## src/rtl/pc_fetch_ctrl.sv

```systemverilog
// PC owner and single-outstanding instruction fetch with valid/ready to decode.
// Optional FETCH_PERF_EN adds saturating fetch and stall counters.
module pc_fetch_ctrl #(
  parameter logic [15:0] RESET_PC    = 16'h0000,
  parameter logic [3:0]  HALT_OPCODE = 4'hF
) (
  input  logic        clk,
  input  logic        rst_n,
  input  logic [15:0] pc_next,
  input  logic        stall,
  output logic [15:0] pc_curr,
  output logic        imem_req,
  output logic [15:0] imem_addr,
  input  logic        imem_ack,
  input  logic [15:0] imem_rdata,
  output logic        inst_valid,
  output logic [15:0] inst,
  output logic [15:0] inst_pc,
  input  logic        inst_ready,
`ifdef FETCH_PERF_EN
  output logic [15:0] perf_fetch_cnt,
  output logic [15:0] perf_stall_cnt,
`endif
  output logic        halted
);

  typedef enum logic [1:0] {
    S_IDLE,
    S_REQ,
    S_VALID,
    S_HALTED
  } state_t;

  state_t      r_state, w_state_nxt;
  logic [15:0] r_pc, w_pc_nxt;
  logic        r_req, w_req_nxt;
  logic        r_valid, w_valid_nxt;
  logic [15:0] r_inst, w_inst_nxt;
  logic [15:0] r_inst_pc, w_inst_pc_nxt;
  logic        r_halted, w_halted_nxt;
  logic        w_accept;
  logic        w_is_halt;
  logic        w_fetch_ev;
  logic        w_stall_ev;

  assign w_accept   = (r_state == S_VALID) && inst_ready && !stall;
  assign w_is_halt  = (r_inst[15:12] == HALT_OPCODE);
  assign w_fetch_ev = (r_state == S_REQ) && imem_ack;
  assign w_stall_ev = (r_state == S_VALID) && stall;

  always_comb begin
    w_state_nxt   = r_state;
    w_pc_nxt      = r_pc;
    w_req_nxt     = r_req;
    w_valid_nxt   = r_valid;
    w_inst_nxt    = r_inst;
    w_inst_pc_nxt = r_inst_pc;
    w_halted_nxt  = r_halted;
    unique case (r_state)
      S_IDLE: begin
        w_state_nxt = S_REQ;
        w_req_nxt   = 1'b1;
      end
      S_REQ: begin
        if (imem_ack) begin
          w_inst_nxt    = imem_rdata;
          w_inst_pc_nxt = r_pc;
          w_valid_nxt   = 1'b1;
          w_req_nxt     = 1'b0;
          w_state_nxt   = S_VALID;
        end
      end
      S_VALID: begin
        if (w_accept) begin
          w_valid_nxt = 1'b0;
          if (w_is_halt) begin
            w_halted_nxt = 1'b1;
            w_state_nxt  = S_HALTED;
          end else begin
            // PC is always halfword aligned
            w_pc_nxt    = {pc_next[15:1], 1'b0};
            w_req_nxt   = 1'b1;
            w_state_nxt = S_REQ;
          end
        end
      end
      S_HALTED: begin
        w_req_nxt    = 1'b0;
        w_valid_nxt  = 1'b0;
        w_halted_nxt = 1'b1;
      end
      default: w_state_nxt = S_IDLE;
    endcase
  end

  always_ff @(posedge clk) begin
    if (!rst_n) begin
      r_state   <= S_IDLE;
      r_pc      <= RESET_PC;
      r_req     <= 1'b0;
      r_valid   <= 1'b0;
      r_inst    <= 16'h0000;
      r_inst_pc <= 16'h0000;
      r_halted  <= 1'b0;
    end else begin
      r_state   <= w_state_nxt;
      r_pc      <= w_pc_nxt;
      r_req     <= w_req_nxt;
      r_valid   <= w_valid_nxt;
      r_inst    <= w_inst_nxt;
      r_inst_pc <= w_inst_pc_nxt;
      r_halted  <= w_halted_nxt;
    end
  end

`ifdef FETCH_PERF_EN
  logic [15:0] r_fetch_cnt;
  logic [15:0] r_stall_cnt;

  always_ff @(posedge clk) begin
    if (!rst_n) begin
      r_fetch_cnt <= 16'h0000;
      r_stall_cnt <= 16'h0000;
    end else begin
      if (w_fetch_ev && r_fetch_cnt != 16'hFFFF)
        r_fetch_cnt <= r_fetch_cnt + 16'd1;
      if (w_stall_ev && r_stall_cnt != 16'hFFFF)
        r_stall_cnt <= r_stall_cnt + 16'd1;
    end
  end

  assign perf_fetch_cnt = r_fetch_cnt;
  assign perf_stall_cnt = r_stall_cnt;
`else
  logic w_unused_perf;
  assign w_unused_perf = w_fetch_ev ^ w_stall_ev;
`endif

  assign pc_curr    = r_pc;
  assign imem_addr  = r_pc;
  assign imem_req   = r_req;
  assign inst_valid = r_valid;
  assign inst       = r_inst;
  assign inst_pc    = r_inst_pc;
  assign halted     = r_halted;

endmodule
```

## config.mk

```make
export PLATFORM = sky130hd
export DESIGN_NAME = pc_fetch_ctrl
export DESIGN_NICKNAME = d
export VERILOG_FILES = /design/src/rtl/pc_fetch_ctrl.sv
export SDC_FILE = /design/constraint.sdc
export NUM_CORES = 1
export LEC_CHECK = 0
export ABC_AREA = 0
export CAP_MARGIN = 10
export CORE_AREA = 3 3 81 83
export DETAILED_ROUTE_END_ITERATION = 6
export DIE_AREA = 0 0 84 86
export PLACE_DENSITY = 0.8
export SLEW_MARGIN = 0
export SYNTH_ARGS = -nofsm -noshare
export SYNTH_HDL_FRONTEND = slang
export SYNTH_SLANG_ARGS = --single-unit
```

## constraint.sdc

```tcl
create_clock -name clk -period 1.6 [get_ports clk]
set_clock_uncertainty 0.15 [all_clocks]
set_input_delay 0.32 -clock clk [delete_from_list [all_inputs] [get_ports clk]]
set_output_delay 0.32 -clock clk [all_outputs]
set_load 0.02 [all_outputs]
```

==> impl_metrics.prom <==
# TYPE chip_impl_metric gauge
chip_impl_metric{name="avgViaCountPerCell",unit=""} 4.60
chip_impl_metric{name="floorplan.core_area",unit="um2"} 5920
chip_impl_metric{name="arrival_time_at_the_worst_endpoint",unit="ns"} 1.63
chip_impl_metric{name="grt_pass1_wl",unit="um"} 8640
chip_impl_metric{name="global_route.overflow_total",unit=""} 0
chip_impl_metric{name="p_int",unit="mW"} 2.06
chip_impl_metric{name="cts_max_path_buffers",unit=""} 2
chip_impl_metric{name="power.ir.vdd_worst",unit="uV"} 551
chip_impl_metric{name="synth.yosys.seq_area_share",unit="%"} 46.7
chip_impl_info{name="timing.hold.worst.start",value="stall"} 1
chip_impl_metric{name="grt_max_degree",unit=""} 35
chip_impl_metric{name="io_pins",unit=""} 104
chip_impl_metric{name="dpl_cell_area",unit="um2"} 3250
chip_impl_metric{name="via_count_of_the_first_global_routing_pass",unit=""} 1905
chip_impl_metric{name="finalMaxSlewViolations",unit=""} 0
chip_impl_info{name="cts.root.buffer_cell",value="sky130_fd_sc_hd__clkbuf_8"} 1
chip_impl_info{name="synthFlopType",value="sky130_fd_sc_hd__dfxtp_1"} 1
chip_impl_metric{name="cp.required",unit="ns"} 1.66
chip_impl_metric{name="gpl.final_weighted_congestion",unit=""} 0.817
chip_impl_metric{name="finalWorstPathRequiredPeriod",unit="ns"} 1.58
chip_impl_info{name="cp-start-kind",value="flop"} 1
chip_impl_metric{name="finalNetCount",unit=""} 383
chip_impl_metric{name="synth.avg_cell_area",unit="um2"} 9.00
chip_impl_metric{name="cts-buffers-inserted",unit=""} 5
chip_impl_metric{name="track_usage",unit="%"} 14.6
chip_impl_metric{name="timing.final.crit_share",unit="%"} 98.5
chip_impl_info{name="outcome",value="finished, final reports clean"} 1
chip_impl_info{name="worst_path_max_delay_cell",value="sky130_fd_sc_hd__or3_4"} 1
chip_impl_metric{name="cts.clk_slew.worst_paths",unit="ns"} 0.10
chip_impl_metric{name="number_of_nets_with_antenna_violations_after_routing",unit=""} 0
chip_impl_metric{name="fp.dieArea",unit="um2"} 7220
chip_impl_info{name="post_synth_main_area_contributors",value="sky130_fd_sc_hd__dfxtp_1 47%, sky130_fd_sc_hd__nand2_1 12%, sky130_fd_sc_hd__a21boi_0 11%, sky130_fd_sc_hd__mux2i_1 6.9%, sky130_fd_sc_hd__buf_4 6.2%"} 1
chip_impl_info{name="yosysMostFrequentCell",value="sky130_fd_sc_hd__nand2_1"} 1
chip_impl_info{name="cts_tree",value="yes"} 1
chip_impl_metric{name="syn2layout_area_growth",unit="%"} 56.2
chip_impl_metric{name="n_antenna_cell",unit=""} 0
chip_impl_metric{name="post-route-cell-area",unit="um2"} 3410
chip_impl_metric{name="fill_cells",unit=""} 535
chip_impl_metric{name="max_stage_delay_on_crit_path",unit="ns"} 0.37
chip_impl_metric{name="synth_largest_type_area_fraction",unit="%"} 46.7
chip_impl_info{name="synthDominantAreaCellType",value="sky130_fd_sc_hd__dfxtp_1"} 1
chip_impl_metric{name="dr.first_iter.drc_count",unit=""} 69
chip_impl_metric{name="route.final.wire_length",unit="um"} 5430
chip_impl_metric{name="place.port_buffers",unit=""} 99
chip_impl_info{name="most_numerous_cell_types_in_the_synthesized_netlist",value="67 x sky130_fd_sc_hd__nand2_1, 51 x sky130_fd_sc_hd__dfxtp_1, 32 x sky130_fd_sc_hd__a21boi_0"} 1
chip_impl_metric{name="h-tree-depth",unit=""} 2
chip_impl_info{name="critPathTopFamily",value="simple AND/OR/NAND/NOR gates"} 1
chip_impl_metric{name="final.hold.worst_slack",unit="ns"} 0.212
chip_impl_metric{name="timing.final.setup_violations",unit=""} 0
chip_impl_metric{name="clock_insertion_delay_worst_skew",unit="ns"} 0.30
chip_impl_info{name="unrepaired_setup_endpoints_after_global_routing",value="true"} 1
chip_impl_metric{name="p_leak",unit="nW"} 1.65
chip_impl_metric{name="yosys.cell_types.count",unit=""} 26
chip_impl_info{name="path_common_cell",value="sky130_fd_sc_hd__inv_2"} 1
chip_impl_metric{name="die_w",unit="um"} 84
chip_impl_metric{name="max_clock_freq",unit="MHz"} 635
chip_impl_metric{name="power_density",unit="nW/um2"} 812
chip_impl_metric{name="multi_input_gate_area_in_the_final_layout",unit="um2"} 1000
chip_impl_metric{name="power.share.sequential",unit="%"} 48.3
chip_impl_info{name="cp_cell_instances",value="inv_2 > ha_4 > inv_2 > or3_4 > buf_12 > mux2i_1 > nor2b_1"} 1
chip_impl_metric{name="power.share.clock",unit="%"} 33.0
chip_impl_metric{name="dieHeight",unit="um"} 86
chip_impl_metric{name="vias",unit=""} 1921
chip_impl_metric{name="setup-tns-final",unit="ns"} 0
chip_impl_metric{name="post_cts_hold_buffer_count",unit=""} 0
chip_impl_metric{name="switching_power",unit="mW"} 0.717
chip_impl_metric{name="maxCapViolCount",unit=""} 0
chip_impl_metric{name="timing.final.hold_violations",unit=""} 0
chip_impl_metric{name="post_synth_design_cell_area",unit="um2"} 2190
chip_impl_metric{name="regArea",unit="um2"} 1030
chip_impl_metric{name="hpwl_after_dpl",unit="um"} 3850
chip_impl_metric{name="drc",unit=""} 0
chip_impl_metric{name="crit_buf_inv",unit=""} 3
chip_impl_metric{name="clock_sink_count",unit=""} 51
chip_impl_metric{name="report.power.total",unit="mW"} 2.77
chip_impl_info{name="setup.worst_path.start",value="r_state[0]"} 1
chip_impl_metric{name="yosys_register_bits",unit=""} 51
chip_impl_metric{name="drt-wirelength-per-cell",unit="um"} 13.0
chip_impl_metric{name="power.share.switching",unit="%"} 25.9
chip_impl_metric{name="async_flop_share",unit="%"} 0
chip_impl_metric{name="layoutNonFillerInstCount",unit=""} 418
chip_impl_metric{name="antenna_found_initial",unit=""} 0
chip_impl_metric{name="synthesis.yosys.warnings",unit=""} 0
chip_impl_metric{name="place.detailed.instances",unit=""} 406
chip_impl_info{name="setup.worst_path.end_class",value="flop"} 1
chip_impl_info{name="crit_reg_reg_startpoint",value="r_state[0]"} 1
chip_impl_metric{name="final_layout_size_suffix_gt1_share",unit="%"} 14.3
chip_impl_metric{name="combinational_group_share_of_total_power",unit="%"} 18.7
chip_impl_info{name="worstSetupPathType",value="reg2reg"} 1
chip_impl_metric{name="dr_pass1_iterations",unit=""} 6
chip_impl_metric{name="number_of_flops_mapped_to_enable_cells_by_yosys",unit=""} 0
chip_impl_metric{name="initial_utilization",unit="%"} 36.9
chip_impl_metric{name="rows",unit=""} 28
chip_impl_info{name="holdCritPathClass",value="in2reg"} 1
chip_impl_metric{name="critical_path.max_fanout",unit=""} 8
chip_impl_metric{name="post_synthesis_cell_count",unit=""} 243
flip-flops by register name, summed over array words and instances (netlist names):
signal and cells:
inst_pc 15, imem_req 1, r_state 2, imem_addr 15
inst 16, halted 1, inst_valid 1
power groups by stage:
stage          sequential, mW  clock (mW)  combinational, mW
2_1_floorplan            1.42           0              0.194
3_3_place_gp             1.37           0              0.486
3_5_place_dp             1.37           0              0.493
4_1_cts                  1.34       0.937              0.492
5_1_grt                  1.35       0.976              0.563
6_report                 1.34       0.914              0.518
final timing paths:
kind                                endpoint  slack (ns)  cells past startpoint
worst max-delay path            imem_addr[9]        0.02                      7
worst min-delay path                  halted        0.21                      4
worst max register to register  imem_addr[9]        0.02                      7
worst min register to register       inst[9]        0.31                      2
worst min-delay path, stage by stage:
cell and delay, ns:
sky130_fd_sc_hd__dlymetal6s2s_1 0.10, sky130_fd_sc_hd__nor2b_1 0.06, sky130_fd_sc_hd__nand3_1 0.07, sky130_fd_sc_hd__a21boi_0 0.07
layout make-up:
cell class,count,share of cell area [%]
Sequential cell,51,30.1
Clock inverter,3,1.36
Timing Repair Buffer,123,34.0
Clock buffer,5,2.02
Tap cell,75,2.75
Multi-Input combinational cell,158,29.4
Inverter,3,0.330
what timing repair did:
item                       4_1_cts  5_1_grt
setup buffers                    2        0
pin swaps                        2        3
setup endpoints to repair       84       50
resized for setup               76       20
cloned                           1        1
per-layer routing:
metal	track usage, %	wire length (um)
met2	26.2	2780
met4	4.09	52
met5	0	0
met3	5.19	407
met1	16.2	2180
layout by cell type, fill, tap and decap left out, types with 2 or more instances in the layout:
| master | instances |
|---|---|
| sky130_fd_sc_hd__a21oi_2 | 2 |
| sky130_fd_sc_hd__clkbuf_8 | 5 |
| sky130_fd_sc_hd__nor2b_1 | 17 |
| sky130_fd_sc_hd__clkdlybuf4s50_1 | 33 |
| sky130_fd_sc_hd__nand3_1 | 2 |
| sky130_fd_sc_hd__dfxtp_1 | 48 |
| sky130_fd_sc_hd__a21oi_1 | 3 |
| sky130_fd_sc_hd__buf_12 | 2 |
| sky130_fd_sc_hd__nand2_1 | 67 |
| sky130_fd_sc_hd__ha_1 | 2 |
| sky130_fd_sc_hd__ha_4 | 2 |
| sky130_fd_sc_hd__mux2i_1 | 15 |
| sky130_fd_sc_hd__conb_1 | 3 |
| sky130_fd_sc_hd__buf_4 | 16 |
| sky130_fd_sc_hd__clkdlybuf4s15_1 | 2 |
| sky130_fd_sc_hd__dlygate4sd2_1 | 63 |
| sky130_fd_sc_hd__a21boi_0 | 28 |
| sky130_fd_sc_hd__inv_2 | 3 |
| sky130_fd_sc_hd__dfxtp_2 | 2 |
| sky130_fd_sc_hd__a21boi_1 | 4 |
| sky130_fd_sc_hd__buf_6 | 4 |
logic make-up (layout without fill, tap and decap cells):
| logic type | Yosys count | after routing | share of synthesized area (%) |
|---|---|---|---|
| flops | 51 | 51 | 46.7 |
| fa+ha+maj | 4 | 4 | 2.29 |
| simple gates | 94 | 94 | 19.2 |
| mux | 15 | 15 | 6.87 |
| other cells | 1 | 3 | 0.172 |
| compound gates | 42 | 42 | 14.0 |
| buf+inv | 36 | 134 | 10.7 |
per-stage QoR:
step | setup WS [ns] | utilization [%]
2_1_floorplan | -0.119 | -
3_3_place_gp | -0.317 | 54.8
3_5_place_dp | -0.357 | 54.8
4_1_cts | -0.0232 | 56.8
5_1_grt | -0.0431 | 57.7
6_report | 0.0246 | 57.7
No activity file was read; power rests on OpenSTA's default activity.
